--- config.mk ---
export PLATFORM = sky130hd
export DESIGN_NAME = memory_arbiter
export DESIGN_NICKNAME = d
export VERILOG_FILES = /design/src/rtl/memory_pkg.sv /design/src/rtl/arb_starve_guard.sv /design/src/rtl/memory_arbiter.sv
export SDC_FILE = /design/constraint.sdc
export NUM_CORES = 1
export LEC_CHECK = 0
export BUFFER_PORTS_ARGS = -buffer_cell sky130_fd_sc_hd__buf_2
export CORE_AREA = 2 2 116 118
export CTS_CLUSTER_SIZE = 25
export DETAILED_ROUTE_END_ITERATION = 10
export DIE_AREA = 0 0 118 120
export PLACE_DENSITY = 0.64
export SYNTH_ARGS = -nofsm -noshare
export SYNTH_HDL_FRONTEND = slang
export SYNTH_HIERARCHICAL = 1
export SYNTH_SLANG_ARGS = --single-unit
--- constraint.sdc ---
create_clock -name clock -period 2.5 [get_ports clock]
set_input_delay 0.125 -clock clock [delete_from_list [all_inputs] [get_ports clock]]
set_output_delay 0.125 -clock clock [all_outputs]
set_load 0.005 [all_outputs]
--- src/rtl/memory_pkg.sv ---
`default_nettype none
// ============================================================================
// Module  : memory_pkg
// Purpose : Shared constants, response-owner encoding, tag record and the
//           address range helper for the memory arbiter.
// Rev     : 1.0  initial release
// ============================================================================
package memory_pkg;

  localparam int unsigned ADDR_WIDTH = 32;
  localparam int unsigned DATA_WIDTH = 32;
  localparam int unsigned MEM_WORDS  = 1024;
  localparam int unsigned MAX_WAIT   = 4;

  // Which port a pipelined read/ack belongs to.
  typedef enum logic [1:0] {
    OWN_NONE = 2'd0,
    OWN_IF   = 2'd1,
    OWN_D    = 2'd2
  } owner_e;

  // Bookkeeping that travels alongside an issued request.
  typedef struct packed {
    logic   valid;
    owner_e owner;
    logic   load;
    logic   error;
  } tag_t;

  // True when a word address falls inside the populated memory.
  function automatic logic in_range(input logic [63:0] addr, input int unsigned words);
    return addr < 64'(words);
  endfunction

endpackage
`default_nettype wire

--- src/rtl/arb_starve_guard.sv ---
`default_nettype none
// ============================================================================
// Module  : arb_starve_guard
// Purpose : Picks one of the fetch/data requesters per cycle. Data wins by
//           default; a fetch that has lost MAX_WAIT times in a row wins next.
// Rev     : 1.0  initial release
// ============================================================================
module arb_starve_guard #(
  parameter int unsigned MAX_WAIT = 4
) (
  input  logic clock,
  input  logic reset_n,
  input  logic if_req_valid,
  input  logic d_req_valid,
  output logic grant_if,
  output logic grant_d
);

  localparam int unsigned CNT_W = $clog2(MAX_WAIT + 1);

  logic [CNT_W-1:0] wait_cnt_q;
  logic [CNT_W-1:0] wait_cnt_d;
  logic             starved;

  // Grant select and starvation counter update.
  always_comb begin
    starved    = (wait_cnt_q >= CNT_W'(MAX_WAIT));
    grant_if   = if_req_valid & (~d_req_valid | starved);
    grant_d    = d_req_valid & ~grant_if;
    wait_cnt_d = wait_cnt_q;
    if (!if_req_valid || grant_if) begin
      wait_cnt_d = '0;
    end else if (!starved) begin
      wait_cnt_d = wait_cnt_q + 1'b1;
    end
  end

  // Counter register.
  always_ff @(posedge clock) begin
    if (!reset_n) begin
      wait_cnt_q <= '0;
    end else begin
      wait_cnt_q <= wait_cnt_d;
    end
  end

endmodule
`default_nettype wire

--- src/rtl/memory_arbiter.sv ---
`default_nettype none
// ============================================================================
// Module  : memory_arbiter
// Purpose : Shares a single-port synchronous memory between instruction fetch
//           and the load/store port. Memory controls come from registers; a
//           two-stage tag pipe routes each response to its owner.
// Rev     : 1.0  initial release
// ============================================================================
module memory_arbiter
  import memory_pkg::*;
#(
  parameter int unsigned ADDR_WIDTH = memory_pkg::ADDR_WIDTH,
  parameter int unsigned DATA_WIDTH = memory_pkg::DATA_WIDTH,
  parameter int unsigned MEM_WORDS  = memory_pkg::MEM_WORDS,
  parameter int unsigned MAX_WAIT   = memory_pkg::MAX_WAIT
) (
  input  logic                  clock,
  input  logic                  reset_n,
  input  logic                  if_req_valid,
  output logic                  if_req_ready,
  input  logic [ADDR_WIDTH-1:0] if_req_addr,
  output logic                  if_rsp_valid,
  output logic [DATA_WIDTH-1:0] if_rsp_data,
  output logic                  if_rsp_error,
  input  logic                  d_req_valid,
  output logic                  d_req_ready,
  input  logic                  d_req_write,
  input  logic [ADDR_WIDTH-1:0] d_req_addr,
  input  logic [DATA_WIDTH-1:0] d_req_wdata,
  output logic                  d_rsp_valid,
  output logic [DATA_WIDTH-1:0] d_rsp_data,
  output logic                  d_rsp_error,
  output logic                  mem_read_enable,
  output logic [ADDR_WIDTH-1:0] mem_read_address,
  input  logic [DATA_WIDTH-1:0] mem_read_value,
  output logic                  mem_write_enable,
  output logic [ADDR_WIDTH-1:0] mem_write_address,
  output logic [DATA_WIDTH-1:0] mem_write_value
);

  logic grant_if;
  logic grant_d;

  arb_starve_guard #(
    .MAX_WAIT (MAX_WAIT)
  ) u_guard (
    .clock        (clock),
    .reset_n      (reset_n),
    .if_req_valid (if_req_valid),
    .d_req_valid  (d_req_valid),
    .grant_if     (grant_if),
    .grant_d      (grant_d)
  );

  assign if_req_ready = grant_if;
  assign d_req_ready  = grant_d;

  logic                  re_q,    re_d;
  logic [ADDR_WIDTH-1:0] raddr_q, raddr_d;
  logic                  we_q,    we_d;
  logic [ADDR_WIDTH-1:0] waddr_q, waddr_d;
  logic [DATA_WIDTH-1:0] wval_q,  wval_d;
  tag_t                  tag1_q,  tag1_d;
  tag_t                  tag2_q,  tag2_d;

  logic [ADDR_WIDTH-1:0] sel_addr;
  logic                  sel_ok;
  logic                  sel_write;
  logic                  accept;

  // Issue stage: register memory controls for the granted request.
  always_comb begin
    sel_addr  = grant_if ? if_req_addr : d_req_addr;
    sel_ok    = in_range(64'(sel_addr), MEM_WORDS);
    sel_write = grant_d & d_req_write;
    accept    = grant_if | grant_d;
    re_d      = 1'b0;
    raddr_d   = '0;
    we_d      = 1'b0;
    waddr_d   = '0;
    wval_d    = '0;
    tag1_d    = '0;
    tag2_d    = tag1_q;
    if (accept) begin
      tag1_d.valid = 1'b1;
      tag1_d.owner = grant_if ? OWN_IF : OWN_D;
      tag1_d.load  = ~sel_write;
      tag1_d.error = ~sel_ok;
      if (sel_ok) begin
        if (sel_write) begin
          we_d    = 1'b1;
          waddr_d = sel_addr;
          wval_d  = d_req_wdata;
        end else begin
          re_d    = 1'b1;
          raddr_d = sel_addr;
        end
      end
    end
  end

  // Issue registers and tag pipe; reset drops anything in flight.
  always_ff @(posedge clock) begin
    if (!reset_n) begin
      re_q    <= 1'b0;
      raddr_q <= '0;
      we_q    <= 1'b0;
      waddr_q <= '0;
      wval_q  <= '0;
      tag1_q  <= '0;
      tag2_q  <= '0;
    end else begin
      re_q    <= re_d;
      raddr_q <= raddr_d;
      we_q    <= we_d;
      waddr_q <= waddr_d;
      wval_q  <= wval_d;
      tag1_q  <= tag1_d;
      tag2_q  <= tag2_d;
    end
  end

  assign mem_read_enable   = re_q;
  assign mem_read_address  = raddr_q;
  assign mem_write_enable  = we_q;
  assign mem_write_address = waddr_q;
  assign mem_write_value   = wval_q;

  logic [DATA_WIDTH-1:0] rsp_data;

  // Response routing; memory data only passes for a valid in-range load so a
  // floating read bus never reaches the requesters.
  always_comb begin
    rsp_data     = '0;
    if (tag2_q.valid && tag2_q.load && !tag2_q.error) begin
      rsp_data = mem_read_value;
    end
    if_rsp_valid = tag2_q.valid && (tag2_q.owner == OWN_IF);
    d_rsp_valid  = tag2_q.valid && (tag2_q.owner == OWN_D);
    if_rsp_data  = if_rsp_valid ? rsp_data : '0;
    d_rsp_data   = d_rsp_valid  ? rsp_data : '0;
    if_rsp_error = if_rsp_valid & tag2_q.error;
    d_rsp_error  = d_rsp_valid  & tag2_q.error;
  end

endmodule
`default_nettype wire

Word level (Yosys, flattened, before mapping) --
Cells that the tools add are included.
Word-level totals: flip-flop bits (word level) 111, bits in latches 0, memories kept 0, word-level logic and storage cells 52, memory bits (read-only) 0, bits in writable memories 0
Operators by class: bitwise gates (word level) 13, reduce and logical (&&, ||, !) cells 12, multiply operators 0, equal/unequal tests 2, shift operators 0, add/subtract/negate cells 1, div/mod/pow operators 0, mux-type cells 8, magnitude comparators 2
Operator list (number):
- $mux 32 | 4
- $lt 32x11->1 const B | 1
- $not 1->1 | 6
- $and 1x1->1 | 5
- $mux 5 | 1
- $logic_and 1x1->1 | 4
- $reduce_and 4->1 | 1
- $reduce_or 4->1 | 1
- $add 3x1->3 const B | 1
- $ge 3x3->1 const B | 1
- $reduce_and 3->1 | 1
- $eq 2x1->1 const B | 1
- $eq 2x2->1 const B | 1
- $logic_not 1->1 | 2
- $mux 1 | 2
- $mux 2 | 1
- $or 1x1->1 | 2
- $reduce_and 2->1 | 1
- $reduce_or 2->1 | 1
- $logic_or 1x1->1 | 1

Logic depth before layout (Yosys ltp) --
Gate-level depths: netlist of the first run.
depth in word-level cells 8, gate-level depth with buffers 9, depth with buffers taken out 6

Cells and area by module --
Netlist of the first run, hierarchy kept.
Modules (own cells, without submodules):
- memory_arbiter | area an instance 3452.1 µm², instances 1, cells each 336
- arb_starve_guard | area an instance 140.1 µm², instances 1, cells each 14

Least setup slack after synthesis of the first run --
Ideal clock, no wire load.
path kind reg2reg, start point reg u_guard.wait_cnt_q[2], end point reg raddr_q[4], in the netlist mem_read_address[4], arrival 2.129 ns, setup slack 0.293 ns, cell stages (with the launch flop) 10, data required time 2.422 ns, buffers on the path 3, cells stage by stage dfxtp_1 -> inv_1 -> a21boi_0 -> buf_6 -> or4b_1 -> o22a_1 -> a221o_1 -> buf_6 -> buf_6 -> nor3_1
On the way: word-level cells in the longest chain between the ends 8, elaborated cells between the ends (all ways) 12, those cells by class order compare (2); mux (1); bitwise (8); reduce/logical (1)
RTL lines:
- from (decl) | RTL line arb_starve_guard.sv:21 | logic [CNT_W-1:0] wait_cnt_q;
- from (signal assigned) | RTL line arb_starve_guard.sv:43 | wait_cnt_q <= wait_cnt_d;
- $ge 3x3->1 (*) | RTL line arb_starve_guard.sv:27 | starved = (wait_cnt_q >= CNT_W'(MAX_WAIT));
- $or 1x1->1 (*) | RTL line arb_starve_guard.sv:28 | grant_if = if_req_valid & (~d_req_valid | starved);
- $and 1x1->1 (*) | RTL line arb_starve_guard.sv:28
- named net if_req_ready | RTL line memory_arbiter.sv:20 | output logic if_req_ready,
- branches (longest 5 deep; another with $lt 32x11->1)
- to (signal assigned) | RTL line memory_arbiter.sv:114 | raddr_q <= raddr_d;
- to (decl) | RTL line memory_arbiter.sv:59 | logic [ADDR_WIDTH-1:0] raddr_q, raddr_d;
Mark *: on every way through the listed nets, which the timed path passes. A chain may end at the register's enable or synchronous reset.

Worst setup path after layout of the first run --
start point reg u_guard.wait_cnt_q[2], end point reg raddr_q[7], in the netlist mem_read_address[7]
On the way: word-level cells in the longest chain between the ends 8, elaborated cells between the ends (all ways) 12, those cells by class order compare (2); mux (1); bitwise (8); reduce/logical (1)
RTL lines (RTL line):
- $ge 3x3->1 (*) | arb_starve_guard.sv:27
- $or 1x1->1 (*) | arb_starve_guard.sv:28
- $and 1x1->1 (*) | arb_starve_guard.sv:28
- branches (longest 5 deep; another with $lt 32x11->1)
Every way passes the cells marked *.

==> reports/qor.csv, run 1 <==
stage,metric,value,unit
routing,post-route-drc-count,0,
critical_path,cp_num_cells,7,
sta,layout_setup_ws,0.232,ns
grt,grt_pass1_vias,3381,
layout,final_common_cell,buf_2,
layout,area_growth,59.5,%
sta,fmax,441,MHz
grt,grt.total_usage,0.159,
layout,final_nets,823,
sta,fin_crit_sh,0.907,
routing,wirelength,11400,um
routing,postRouteAntennaNets,0,
placement,place_ws,0.230,ns
cts,clock_sinks,111,
critical_path,worst_ep_required_time,2.76,ns
placement,gp_congestion,0.762,
critical_path,end_kind,flip-flop,
critical_path,cp_top_family,compound AO/OA/AOI/OAI gates,
yosys,syn_area_per_cell,10.3,um2
cts,clk_pin_slew,0.08,ns
critical_path,arrival,2.53,ns
min_path,min_path_cells,3,
grt,grt_pass1_wl,17500,um
layout,drive_gt1_frac,0.475,
yosys,synth-seq-area-share,0.619,
sta,setup_viol,0,
die,die_w,118,um
placement,portBuffers,300,
sta,skew,0.00763,ns
die,num_rows,42,
yosys,syn-instance-count,350,
critical_path,reg2reg_depth,7,
placement,dpl.hpwl,9170,um
critical_path,critPathLaunchType,flip-flop,
pwr,finalPower,3.45,mW
yosys,synth_seq_cells,111,
critical_path,worstPathMaxFanout,54,
cts,cts_root_buf,clkbuf_16,
routing,wl_per_cell,13.1,um
sta,fin_tns_setup,0,ns
min_path,hold_path_class,in -> reg,
job,maxCapViolations,0,
sta,rsz0062_at_grt,false,
critical_path,crit_slowest_cell,or4b_1,
sta,relSlewSlack,0.624,
layout,post-route-util,0.441,
grt,grt-ovfl-total,0,
grt,grt_max_degree,55,
routing,drt_first_pass_iters,4,
layout,layout_common_cells,"300 x buf_2, 111 x dfxtp_1, 76 x and2_1, 44 x conb_1, 40 x nor2_1",
pwr,p_leak,3.02,nW
critical_path,crit_type,reg -> reg,
yosys,yosysWarnings,6,
grt,antenna_found_initial,3,
critical_path,cpPeakStageDelay,0.47,ns
die,start_util,0.277,
yosys,synthDistinctLibCells,29,
cts,postCtsResizedCells,0,
cts,ctsHtreeMaxLevel,3,
routing,vias_per_cell,3.96,
sta,maxSlewViolCount,0,
die,core-area,13000,um2
cts,clockBufferDepth,2,
outcome,outcome,"complete, no violations",
die,dieArea,14200,um2
critical_path,path_cells,"inv_1, a21boi_2, or4b_1, o22a_1, a221o_2, buf_12, nor3_1",
sta,hold_violations,0,
sta,finalCriticalPeriod,2.27,ns
routing,vias,3441,
cts,numCtsBuffers,9,
cts,cts_tree,yes,
cts,clock_latency,0.35,ns
sta,hold_ws,0.0155,ns
die,pin_count,301,
critical_path,path_buf_inv,2,
yosys,syn_area,3590,um2
routing,first_iter_violations,71,
die,die_h,120,um
sta,worst_slew_pin_slew,0.564,ns
pwr,power.density,603,nW/um2
pwr,irDropWorstVdd,0.330,mV
==> cell usage after synthesis <==
cell type / count / share of area
dfxtp_1: 111 / 0.62
nor2b_1: 1 / 0.0017
conb_1: 1 / 0.0010
nand4_1: 2 / 0.0035
nand3_1: 33 / 0.046
nor3_1: 20 / 0.028
clkbuf_1: 17 / 0.018
nor4b_1: 1 / 0.0024
a221oi_1: 1 / 0.0024
inv_1: 5 / 0.0052
ha_1: 2 / 0.0070
and3b_1: 1 / 0.0024
a21boi_0: 2 / 0.0042
or4_1: 1 / 0.0021
nand2_1: 3 / 0.0031
mux2i_1: 10 / 0.028
buf_6: 4 / 0.013
nor3_2: 4 / 0.011
a221o_1: 1 / 0.0028
and2_1: 76 / 0.13
o22a_1: 1 / 0.0024
and4b_1: 1 / 0.0028
nand2b_1: 1 / 0.0017
nor2_1: 40 / 0.042
o21ai_0: 1 / 0.0014
nand3b_1: 1 / 0.0021
nor4_1: 5 / 0.0087
or4b_1: 1 / 0.0028
buf_2: 3 / 0.0042
==> power breakdown <==
part	leakage [nW]	internal (mW)	switching (mW)	total [mW]
Combinational	1.96	0.126	0.114	0.240
Clock	0.141	0.702	0.685	1.39
Sequential	0.913	1.81	0.0115	1.82
==> stage by stage <==
stage / cell area (um2) / cells
5_1_grt: 5730 / 869
4_1_cts: 5730 / 869
3_3_place_gp: 5430 / 852
2_1_floorplan: 3750 / 393
3_5_place_dp: 5430 / 852
6_report: 5730 / 870
==> registers in the layout, summed over array words and instances, names as in the netlist <==
register / flops
mem_read_address: 32
mem_read_enable: 1
mem_write_address: 32
mem_write_enable: 1
mem_write_value: 32
tag1_q: 5
tag2_q: 5
u_guard/wait_cnt_q: 3
==> path summary, 6_finish.rpt <==
check,from,slack (ns),endpoint
setup / recovery,u_guard/wait_cnt_q[2],0.23,mem_read_address[7]
hold / removal,d_req_wdata[29],0.02,mem_write_value[29]
setup reg to reg,u_guard/wait_cnt_q[2],0.23,mem_read_address[7]
hold reg to reg,tag1_q[1],0.43,tag2_q[1]
==> tightest hold or removal path, delay by kind of cell <==
kind / cells / cell delay [ns]
buffers and inverters: 1 / 0.10
and+or+nand+nor: 2 / 0.11
==> area by class of cell <==
type | count | area [um2]
diodes | 1 | 2.50
well taps | 176 | 220
repair buffers | 308 | 1580
flip-flops and latches | 111 | 2220
clock buffers | 10 | 229
inverters | 5 | 18.8
fillers | 1319 | 7250
clock inverters | 6 | 60.1
multi-input cells | 253 | 1400
==> cell families (layout without fill, tap and decap cells) <==
family | after synthesis | in the layout | share of synthesized area
AND/OR/NAND/NOR | 191 | 191 | 0.293
AO/OA/AOI/OAI | 6 | 6 | 0.0132
flip-flops | 111 | 111 | 0.619
multiplexers | 10 | 10 | 0.0279
buffers and inverters | 29 | 329 | 0.0397
adder cells (fa/ha/maj) | 2 | 2 | 0.00697
other | 1 | 45 | 0.00104
==> per-layer routing <==
layer / track usage / up-vias / part of all wire
li1: - / 1766 / -
met1: 0.160 / 1492 / 0.37
met2: 0.305 / 158 / 0.53
met3: 0.0518 / 23 / 0.078
met4: 0.0572 / 2 / 0.020
met5: 0 / - / 0.00087
==> what timing repair did <==
item                      CTS  global route
hold buffers                1             0
buffers inserted            0             0
hold endpoints to repair    1             0
No activity file was read; power rests on OpenSTA's default activity.
==> run 2: changes to the inputs <==
Settings changed: HOLD_SLACK_MARGIN set to 0.05, PLACE_DENSITY 0.64 to unset, PLACE_DENSITY_LB_ADDON set to 0.2, SLEW_MARGIN set to 20.
==> reports/qor.csv, run 2 (same netlist as run 1, synthesis figures left out) <==
stage,metric,value,unit,change
sta,hold_violations,0,,unchanged
layout,area_growth,67.3,%,
critical_path,r2r_slack,0.38,ns,+0.15 ns
grt,grt_pass1_vias,3732,,+10%
min_path,hold_path_class,in -> reg,,
critical_path,r2r-start,u_guard/wait_cnt_q[2],,
pwr,irDropWorstVdd,0.359,mV,+8.6%
pwr,p_leak,3.12,nW,+3.5%
grt,grt_pass1_wl,18600,um,+6.8%
sta,layout_setup_ws,0.385,ns,+0.153 ns
critical_path,cpPeakStageDelay,0.44,ns,-0.03 ns
cts,ctsHtreeMaxLevel,3,,unchanged
layout,final_common_cell,buf_2,,
cts,clk_pin_slew,0.07,ns,about the same
critical_path,reg2reg_to,mem_read_address[6],,
routing,drt_first_pass_iters,5,,+1
critical_path,crit_type,reg -> reg,,
routing,post-route-drc-count,0,,unchanged
sta,fmax,473,MHz,+7.2%
layout,drive_gt1_frac,0.456,,-0.0184
cts,clockBufferDepth,2,,unchanged
critical_path,crit_slowest_cell,a221o_2,,
sta,fin_crit_sh,0.846,,-0.0611
critical_path,path_cells,"inv_1, a21boi_2, buf_4, nor4b_1, nand4_1, a221o_2, buf_12, nor3_1",,
placement,place_ws,0.383,ns,+0.153 ns
min_path,min_path_cells,3,,unchanged
critical_path,end_kind,flip-flop,,
sta,maxSlewViolCount,0,,unchanged
sta,finalCriticalPeriod,2.12,ns,-0.153 ns
die,die_w,118,um,unchanged
layout,fill_cells,1265,,-4.1%
layout,antenna_cells,0,,-1
grt,antenna_found_initial,0,,-3
sta,hold_ws,0.0676,ns,+0.0521 ns
grt,grt-ovfl-total,0,,unchanged
cts,cts_root_buf,clkbuf_16,,
routing,wirelength,12000,um,+4.7%
die,core-area,13000,um2,unchanged
sta,fin_tns_setup,0,ns,unchanged
critical_path,critPathLaunchType,flip-flop,,
cts,clock_sinks,111,,unchanged
die,pin_count,301,,unchanged
pwr,power.density,574,nW/um2,-4.8%
routing,vias_per_cell,4.08,,+3.2%
critical_path,worst_ep_required_time,2.76,ns,about the same
critical_path,reg2reg_depth,8,,+1
cts,numCtsBuffers,9,,unchanged
min_path,min_from,d_req_wdata[3],,
cts,cts_setup_buffers,0,,unchanged
placement,dpl.hpwl,9380,um,+2.3%
die,dieArea,14200,um2,unchanged
die,num_rows,42,,unchanged
grt,grt_max_degree,55,,unchanged
critical_path,worstPathMaxFanout,54,,unchanged
routing,postRouteAntennaNets,0,,unchanged
routing,first_iter_violations,104,,+46%
layout,layout_common_cells,"300 x buf_2, 111 x dfxtp_1, 76 x and2_1, 44 x conb_1, 40 x nor2_1",,
min_path,min_to,mem_write_value[3],,
critical_path,arrival,2.37,ns,-0.16 ns
cts,cts_tree,yes,,
cts,clock_latency,0.35,ns,about the same
die,die_h,120,um,unchanged
placement,gp_congestion,0.884,,+16%
sta,relSlewSlack,0.646,,+0.0217
outcome,outcome,"complete, no violations",,
sta,skew,0.00606,ns,-0.00157 ns
placement,portBuffers,300,,unchanged
grt,grt.total_usage,0.170,,+0.0109
routing,wl_per_cell,13.4,um,+1.6%
sta,setup_viol,0,,unchanged
sta,worst_slew_pin_slew,0.531,ns,-0.0325 ns
routing,vias,3662,,+6.4%
layout,final_nets,852,,+3.5%
job,maxCapViolations,0,,unchanged
layout,post-route-util,0.463,,+0.0217
sta,rsz0062_at_grt,false,,
die,start_util,0.277,,unchanged
pwr,finalPower,3.45,mW,-0.14%
==> run 2: changes by cell type in the layout (fill, tap and decap cells not counted), sizes merged <==
cell	before	now
clkbuf	10	9
clkinv	2	1
clkinvlp	0	4
diode	1	0
dlygate4sd3	1	30
inv	9	6
==> run 2: worst max-delay path, delay by kind of cell (launching register included) <==
kind / cells / cell delay (ns)
AOI/OAI and AO/OA: 2 / 0.64
and+or+nand+nor: 3 / 0.59
buffers and inverters: 3 / 0.42
DFF: 1 / 0.36
==> run 2: how the worst max path moves through the flow <==
| stage | end | cells past startpoint | slack [ns] | from |
|---|---|---|---|---|
| floorplan | mem_read_address[4] | 9 | 0.29 | u_guard/wait_cnt_q[2] |
| global placement | mem_write_address[6] | 8 | 0.47 | u_guard/wait_cnt_q[2] |
| detailed placement | mem_read_address[6] | 8 | 0.38 | u_guard/wait_cnt_q[2] |
| CTS | mem_read_address[4] | 8 | 0.35 | u_guard/wait_cnt_q[2] |
| global route | mem_read_address[5] | 8 | 0.21 | u_guard/wait_cnt_q[2] |
| finish | mem_read_address[6] | 8 | 0.38 | u_guard/wait_cnt_q[2] |
==> run 2: area by class of cell <==
cell class / count / area (um2) / share of cell area
clock buffer: 9 / 225 / 0.0375
clock inverter: 6 / 57.6 / 0.00958
inverter: 5 / 18.8 / 0.00312
multi-input combinational: 253 / 1400 / 0.233
sequential: 111 / 2220 / 0.370
tap: 176 / 220 / 0.0366
timing repair buffer: 337 / 1870 / 0.311
==> run 2: stage by stage <==
step                      std cells  cell area (um2)
after global placement          852             5430
after CTS                       897             6010
final                           897             6010
after detailed placement        852             5430
after global routing            897             6010
after floorplan                 393             3750
==> run 2: report_power, final <==
part / internal (mW) / switching [mW]
clock: 0.686 / 0.656
sequential: 1.81 / 0.0120
combinational: 0.156 / 0.124
total: 2.66 / 0.792
==> run 2: what timing repair did <==
| item | CTS | global route |
|---|---|---|
| gates resized for setup | 0 | 0 |
| hold buffers | 30 | 0 |
| hold endpoints to repair | 30 | 0 |
| endpoints found under the setup margin | 0 | 0 |
==> run 2: routing by layer <==
layer | global-route usage | wire [um]
met3 | 0.0770 | 1330
met2 | 0.313 | 6180
met4 | 0.0843 | 403
met5 | 0 | 0
met1 | 0.159 | 4060
==> run 3: changes to the inputs <==
Clock period 2.5 ns to 2.2 ns, I/O delays scaled along.
==> reports/qor.csv, run 3 (same netlist as run 1, synthesis figures left out) <==
stage,metric,value,unit,change
critical_path,path_cells,"inv_1, a21boi_4, or4b_1, o22a_1, a221o_2, buf_12, nor3_1",,
sta,hold_ws,0.0709,ns,+0.00329 ns
routing,postRouteAntennaNets,0,,unchanged
routing,wl_per_cell,13.2,um,-1.4%
sta,hold_violations,0,,unchanged
grt,grt-ovfl-total,0,,unchanged
layout,layout_common_cells,"300 x buf_2, 111 x dfxtp_1, 76 x and2_1, 44 x conb_1, 40 x nor2_1",,
critical_path,end_kind,flip-flop,,
cts,clock_latency,0.35,ns,about the same
layout,final_nets,859,,+0.82%
critical_path,worst_ep_required_time,2.46,ns,-0.30 ns
sta,maxSlewViolCount,0,,unchanged
routing,vias,3686,,+0.66%
sta,worst_slew_pin_slew,0.512,ns,-0.0193 ns
layout,final_common_cell,buf_2,,
layout,post-route-util,0.473,,+0.0105
min_path,hold_path_class,in -> reg,,
layout,design_area,6150,um2,+2.3%
critical_path,worstPathMaxFanout,54,,unchanged
layout,antenna_cells,0,,unchanged
cts,clk_pin_slew,0.08,ns,about the same
die,die_w,118,um,unchanged
critical_path,critPathLaunchType,flip-flop,,
layout,area_growth,71.1,%,
layout,final_cells,905,,+0.89%
layout,drive_gt1_frac,0.458,,+0.00185
cts,numCtsBuffers,9,,unchanged
sta,finalCriticalPeriod,2.11,ns,-0.0101 ns
pwr,irDropWorstVdd,0.593,mV,+65%
critical_path,path_buf_inv,2,,-1
cts,ctsHtreeMaxLevel,3,,unchanged
placement,gp_congestion,0.940,,+6.4%
grt,grt_pass1_vias,3782,,+1.3%
sta,skew,0.0114,ns,+0.00536 ns
critical_path,cp_top_family,compound AO/OA/AOI/OAI gates,,
job,maxCapViolations,0,,unchanged
critical_path,crit_type,reg -> reg,,
cts,cts_tree,yes,,
die,die_h,120,um,unchanged
routing,post-route-drc-count,0,,unchanged
sta,setup_viol,0,,unchanged
grt,grt_pass1_wl,18300,um,-1.7%
cts,cts_root_buf,clkbuf_16,,
die,dieArea,14200,um2,unchanged
sta,relSlewSlack,0.657,,+0.0110
grt,antenna_found_initial,0,,unchanged
sta,fin_tns_setup,0,ns,unchanged
critical_path,arrival,2.37,ns,about the same
placement,portBuffers,300,,unchanged
grt,grt.total_usage,0.165,,-0.00485
cts,clockBufferDepth,2,,unchanged
die,start_util,0.277,,unchanged
critical_path,crit_slowest_cell,or4b_1,,
cts,clock_sinks,111,,unchanged
sta,rsz0062_at_grt,true,,
placement,placed_area,5460,um2,+0.65%
die,pin_count,301,,unchanged
placement,place_ws,0.0893,ns,-0.294 ns
critical_path,cpPeakStageDelay,0.45,ns,about the same
grt,grt_max_degree,55,,unchanged
routing,first_iter_violations,179,,+72%
pwr,finalPower,4.17,mW,+21%
outcome,outcome,"complete, no violations",,
placement,dp.cells,855,,+0.35%
die,num_rows,42,,unchanged
sta,fmax,475,MHz,+0.48%
routing,drt_first_pass_iters,4,,-1
placement,dpl.hpwl,8900,um,-5.2%
layout,fill_cells,1275,,+0.79%
sta,layout_setup_ws,0.0948,ns,-0.290 ns
die,core-area,13000,um2,unchanged
routing,vias_per_cell,4.07,,-0.23%
pwr,p_leak,3.20,nW,+2.5%
sta,fin_crit_sh,0.957,,+0.111
routing,wirelength,11900,um,-0.53%
pwr,power.density,679,nW/um2,+18%
run 3: cell count changes in the layout (fill, tap and decap cells not counted):
cell           change
a21boi_2           -1
a21boi_4           +1
buf_12             +1
buf_4              +2
bufinv_16          +1
clkinvlp_4         -4
dlygate4sd3_1      +4
inv_12             +1
inv_6              +1
inv_8              +2
nor4b_1            -1
nor4b_2            +1
run 3: worst paths after layout:
path / from / endpoint / slack [ns] / depth (start not counted)
worst min register to register: tag1_q[0] / tag2_q[0] / 0.45 / 1
worst max-delay path: u_guard/wait_cnt_q[2] / mem_write_address[9] / 0.09 / 7
worst min-delay path: d_req_addr[4] / mem_write_address[4] / 0.07 / 3
worst max register to register: u_guard/wait_cnt_q[2] / mem_write_address[9] / 0.09 / 7
run 3: tightest hold or removal path, cell delays in order:
cell     delay, ns
buf_2         0.07
mux2i_1       0.07
nor3_1        0.12
run 3: where the power goes:
| group | internal [mW] | switching [mW] |
|---|---|---|
| logic | 0.190 | 0.146 |
| clock network | 0.937 | 0.824 |
| registers | 2.06 | 0.0132 |
run 3: area by class of cell:
class                           instances  area (um2)  share of cell area
Timing Repair Buffer                  344        1940               0.316
Clock inverter                          7         105              0.0171
Clock buffer                            9         225              0.0366
Tap cell                              176         220              0.0358
Sequential cell                       111        2220               0.362
Inverter                                5        18.8             0.00305
Multi-Input combinational cell        253        1410               0.230
run 3: per-layer routing:
metal	up-vias	global-route usage	share of wire
met3	33	0.0775	0.097
li1	1838	-	-
met4	0	0.0791	0.035
met5	-	0	0
met2	199	0.302	0.51
met1	1616	0.155	0.36
run 3: timing repair:
item / 4_1_cts / 5_1_grt
setup buffers: 0 / 0
endpoints found under the setup margin: 0 / 48
endpoints found under the hold margin: 33 / 0
hold buffers: 34 / 0
resized for setup: 0 / 2
